`src/rtl/mem_arbiter.sv`:
```
// rtl/mem_arbiter.sv - round-robin ICache/DCache arbiter in front of the single memory_controller port
// MEM_ARB_DPRIO_EN: when defined, DCache (port1) wins every simultaneous request.
module mem_arbiter #(
    parameter int ADDR_W = 32,
    parameter int DATA_W = 32,
    parameter int MASK_W = 4
) (
    input  logic              clk,
    input  logic              rst,
    input  logic [1:0]        p0_rw_flag,
    input  logic [ADDR_W-1:0] p0_addr,
    input  logic [DATA_W-1:0] p0_write_data,
    input  logic [MASK_W-1:0] p0_write_mask,
    output logic [DATA_W-1:0] p0_read_data,
    output logic              p0_busy,
    output logic              p0_done,
    input  logic [1:0]        p1_rw_flag,
    input  logic [ADDR_W-1:0] p1_addr,
    input  logic [DATA_W-1:0] p1_write_data,
    input  logic [MASK_W-1:0] p1_write_mask,
    output logic [DATA_W-1:0] p1_read_data,
    output logic              p1_busy,
    output logic              p1_done,
    output logic [1:0]        mem_rw_flag,
    output logic [ADDR_W-1:0] mem_addr,
    output logic [DATA_W-1:0] mem_write_data,
    output logic [MASK_W-1:0] mem_write_mask,
    input  logic [DATA_W-1:0] mem_read_data,
    input  logic              mem_busy,
    input  logic              mem_done
);

    typedef enum logic [1:0] {
        IDLE,
        WAIT,
        RESP
    } state_t;

    state_t            state, state_nxt;
    logic              grant, grant_nxt;
    logic              last_grant, last_grant_nxt;
    logic [1:0]        mem_rw_flag_nxt;
    logic [ADDR_W-1:0] mem_addr_nxt;
    logic [DATA_W-1:0] mem_write_data_nxt;
    logic [MASK_W-1:0] mem_write_mask_nxt;
    logic [DATA_W-1:0] p0_read_data_nxt, p1_read_data_nxt;
    logic              p0_done_nxt, p1_done_nxt;
    logic              req0, req1, tie_pick, pick;

    // Code 11 is deliberately not a request.
    assign req0 = (p0_rw_flag == 2'b01) || (p0_rw_flag == 2'b10);
    assign req1 = (p1_rw_flag == 2'b01) || (p1_rw_flag == 2'b10);

`ifdef MEM_ARB_DPRIO_EN
    assign tie_pick = 1'b1;
`else
    assign tie_pick = ~last_grant;
`endif

    assign pick = (req0 && req1) ? tie_pick : req1;

    always_comb begin
        state_nxt          = state;
        grant_nxt          = grant;
        last_grant_nxt     = last_grant;
        mem_rw_flag_nxt    = mem_rw_flag;
        mem_addr_nxt       = mem_addr;
        mem_write_data_nxt = mem_write_data;
        mem_write_mask_nxt = mem_write_mask;
        p0_read_data_nxt   = p0_read_data;
        p1_read_data_nxt   = p1_read_data;
        p0_done_nxt        = p0_done;
        p1_done_nxt        = p1_done;
        case (state)
            IDLE: begin
                if ((req0 || req1) && !mem_busy) begin
                    grant_nxt      = pick;
                    last_grant_nxt = pick;
                    state_nxt      = WAIT;
                    if (pick) begin
                        mem_rw_flag_nxt    = p1_rw_flag;
                        mem_addr_nxt       = p1_addr;
                        mem_write_data_nxt = p1_write_data;
                        mem_write_mask_nxt = p1_write_mask;
                    end else begin
                        mem_rw_flag_nxt    = p0_rw_flag;
                        mem_addr_nxt       = p0_addr;
                        mem_write_data_nxt = p0_write_data;
                        mem_write_mask_nxt = p0_write_mask;
                    end
                end
            end
            WAIT: begin
                if (mem_done) begin
                    mem_rw_flag_nxt = 2'b00;
                    state_nxt       = RESP;
                    if (mem_rw_flag == 2'b01) begin
                        if (grant) p1_read_data_nxt = mem_read_data;
                        else       p0_read_data_nxt = mem_read_data;
                    end
                    if (grant) p1_done_nxt = 1'b1;
                    else       p0_done_nxt = 1'b1;
                end
            end
            RESP: begin
                // One dead cycle lets the finishing requester drop its flag before re-arbitration.
                p0_done_nxt = 1'b0;
                p1_done_nxt = 1'b0;
                state_nxt   = IDLE;
            end
            default: state_nxt = IDLE;
        endcase
    end

    always_ff @(posedge clk or posedge rst) begin
        if (rst) begin
            state          <= IDLE;
            grant          <= 1'b0;
            last_grant     <= 1'b1;
            mem_rw_flag    <= 2'b00;
            mem_addr       <= '0;
            mem_write_data <= '0;
            mem_write_mask <= '0;
            p0_read_data   <= '0;
            p1_read_data   <= '0;
            p0_done        <= 1'b0;
            p1_done        <= 1'b0;
        end else begin
            state          <= state_nxt;
            grant          <= grant_nxt;
            last_grant     <= last_grant_nxt;
            mem_rw_flag    <= mem_rw_flag_nxt;
            mem_addr       <= mem_addr_nxt;
            mem_write_data <= mem_write_data_nxt;
            mem_write_mask <= mem_write_mask_nxt;
            p0_read_data   <= p0_read_data_nxt;
            p1_read_data   <= p1_read_data_nxt;
            p0_done        <= p0_done_nxt;
            p1_done        <= p1_done_nxt;
        end
    end

    assign p0_busy = (state != IDLE);
    assign p1_busy = (state != IDLE);

endmodule

```
`config.mk`:
```
export PLATFORM = sky130hd
export DESIGN_NAME = mem_arbiter
export DESIGN_NICKNAME = d
export VERILOG_FILES = /design/src/rtl/mem_arbiter.sv
export SDC_FILE = /design/constraint.sdc
export NUM_CORES = 1
export LEC_CHECK = 0
export CORE_AREA = 2 2 121 123
export DETAILED_ROUTE_END_ITERATION = 7
export DIE_AREA = 0 0 123 125
export GPL_TIMING_DRIVEN = 0
export PLACE_DENSITY = 0.9
export SKIP_CTS_REPAIR_TIMING = 1
export SLEW_MARGIN = 20
export SYNTH_ARGS = -nofsm -noshare
export SYNTH_HDL_FRONTEND = slang
export SYNTH_SLANG_ARGS = --single-unit
```
`constraint.sdc`:
```
create_clock -name clk -period 13.1 [get_ports clk]
set_input_delay 2.62 -clock clk [delete_from_list [all_inputs] [get_ports clk]]
set_output_delay 2.62 -clock clk [all_outputs]
set_load 0.1 [all_outputs]
```
==> impl_metrics.csv <==
group,metric,value,unit
status,outcome,"finished clean",
placed_design,gp_congestion,0.799,
detailed_routing,drtAntennaViolNets,0,
die,ios,314,
logic_synthesis,synth.yosys.seq_area_share,59.5,%
logic_synthesis,ys_ff_latch,140,
global_route,grt_start_max_net_pins,93,
critical_path,cp-end-kind,"output pin",
critical_path,cp.required,10.48,ns
critical_path,cpLargestDelayFamily,"buffers and inverters",
critical_path,cp_num_buf_inv,2,
sta,hold_viol,0,
sta,setup_viol,0,
cells_and_area,stdcell_area,9880,um2
critical_path,path_class,"reg -> out",
flow_run,drv_cap,0,
detailed_routing,wl,19.6,mm
detailed_routing,wl_met2,10.0,mm
die,fp-row-count,44,
detailed_routing,dr_wl_met3,1.85,mm
detailed_routing,routedWlPerCell,18.1,um
logic_synthesis,ys.flop_type,"dfrtp_1",
critical_path,critPathMaxStageDelay,0.95,ns
critical_path,slowest_stage,"clkdlybuf4s50_1",
cells_and_area,n_antenna_cell,0,
cells_and_area,layout_commonest_cell,"clkdlybuf4s50_1",
sta,fin_skew,0.0137,ns
critical_path,reg2reg_setup_slack,11.19,ns
global_route,grt_usage,26.0,%
detailed_routing,drt_iter0_markers,233,
sta,slew_headroom,29.5,%
clock_tree,insertion_delay,0.42,ns
die,initial_utilization,41.5,%
detailed_routing,drc,0,
critical_path,crit_path_cell_trace,"or2_2 > buf_4 > clkdlybuf4s50_1",
logic_synthesis,syn_inst,554,
die,die_h,125,um
cells_and_area,syn_to_final_growth,67.6,%
logic_synthesis,syn_area,5890,um2
cells_and_area,fin_nets,1062,
logic_synthesis,synth-async-reset-ratio,100,%
logic_synthesis,syn-num-nets,730,
critical_path,crit_start,"state[0]",
logic_synthesis,synth_area_per_cell,10.6,um2
detailed_routing,vias,5471,
placed_design,dpl.hpwl,14.4,mm
clock_tree,clock_tree.root_cell,"clkbuf_16",
cells_and_area,drive_gt1_share,11.5,%
logic_synthesis,synth_cell_types,34,
critical_path,timing.rr.start,"state[1]",
detailed_routing,viasPerCell,5.05,
global_route,grt_pass1_wl,30.4,mm
clock_tree,htree_levels,4,
logic_synthesis,synth_edf_count,0,
placed_design,port_buffers,312,
detailed_routing,wl_met1,7.17,mm
die,die_area,15400,um2
critical_path,crit_fanout,6,
critical_path,worst_setup_path_start_kind,"register",
sta,tightest_slew,1.05,ns
cells_and_area,fillers,1004,
clock_tree,cts.path.max_buffers,2,
min_path,min_path_type,"reg -> reg",
sta,fin_crit_sh,37.7,%
global_route,antenna_found_initial,0,
die,die_w,123,um
global_route,grt-ovfl-total,0,
clock_tree,cts_num_sinks,140,
detailed_routing,top_layer,"met4",
clock_tree,numCtsBuffers,17,
detailed_routing,drtPass1Iterations,5,
clock_tree,cts_tree,"yes",
die,core-area,14200,um2
critical_path,critPathArrivalTime,2.32,ns
logic_synthesis,yosysWarnings,0,
sta,finalSetupTns,0,ns
cells_and_area,mostFrequentLayoutCells,"312 x clkdlybuf4s50_1, 139 x dfrtp_1, 137 x a21oi_1",
clock_tree,clk_pin_slew,0.06,ns
placed_design,placed_area,9280,um2
sta,final_max_slew_viol_count,0,
sta,rsz0062_at_grt,"no",
sta,min_period,4.94,ns
sta,fmax,203,MHz
global_route,grt_pass1_vias,5663,
min_path,min_from,"p0_read_data[13]",
[routing by layer]
layer / up-vias / track usage (%)
met1: 2612 / 29.2
met4: 0 / 10.3
met5: - / 0
met3: 41 / 8.85
met2: 263 / 44.8
li1: 2555 / -
[synth_stat cells, types with 2 or more instances]
cell / instances / share of area (%)
a21oi_1: 137 / 12
a22o_1: 3 / 0.45
buf_2: 18 / 1.5
buf_4: 8 / 1.0
clkbuf_1: 11 / 0.70
dfrtp_1: 139 / 59
inv_1: 4 / 0.25
mux2_1: 31 / 5.9
mux2_2: 33 / 6.3
nand2_1: 72 / 4.6
nand2b_1: 2 / 0.21
nand3_1: 2 / 0.17
nor2_1: 69 / 4.4
o21ai_0: 5 / 0.42
[worst reg2reg max path, cell delays in order (launching register included)]
cell and delay, ns:
dfrtp_1 0.44, inv_2 0.11, nand3_2 0.14, nor4b_4 0.44
buf_4 0.29, mux2_1 0.37
[through the flow]
step / setup slack (ns) / hold slack (ns) / instances / util [%]
4_1_cts: 8.15 / 0.489 / 1083 / 69.6
5_1_grt: 8.09 / 0.500 / 1083 / 69.6
3_5_place_dp: 8.43 / 0.475 / 1051 / 65.4
2_1_floorplan: 6.73 / 0.542 / 554 / -
3_3_place_gp: 4.82 / 0.467 / 1050 / 65.1
6_report: 8.16 / 0.485 / 1083 / 69.6
[registers in the layout (all words and copies together), names as in the netlist]
signal / cells
state: 2
grant: 1
mem_rw_flag: 2
p0_done: 1
mem_write_mask: 4
mem_write_data: 32
last_grant: 1
mem_addr: 32
p0_read_data: 32
p1_read_data: 32
p1_done: 1
[path summary, 6_finish.rpt]
check,depth (start not counted),to
min reg2reg,1,p0_read_data[13]
min in group asynchronous,2,mem_write_data[4]
max,3,p1_busy
min,1,p0_read_data[13]
max reg2reg,5,p0_read_data[26]
max in group asynchronous,3,last_grant
[cells by family after synthesis]
group | Yosys count | synth area share (%)
buf+inv | 42 | 3.57
simple gates | 151 | 10.5
xor+xnor | 3 | 0.573
mux | 64 | 12.2
compound gates | 154 | 13.7
flops | 140 | 59.5
[cell type report]
| class | count | area, um2 | area share [%] |
|---|---|---|---|
| clock inverters | 14 | 159 | 1.61 |
| well taps | 184 | 230 | 2.33 |
| clock buffers | 18 | 439 | 4.44 |
| multi-input cells | 372 | 2180 | 22.1 |
| plain buffers | 37 | 191 | 1.94 |
| repair buffers | 313 | 3150 | 31.9 |
| inverters | 5 | 26.3 | 0.266 |
| flip-flops and latches | 140 | 3500 | 35.5 |
Power is not shown: default switching activity piles up to over one toggle a cycle in this logic, so the estimate is an artifact.
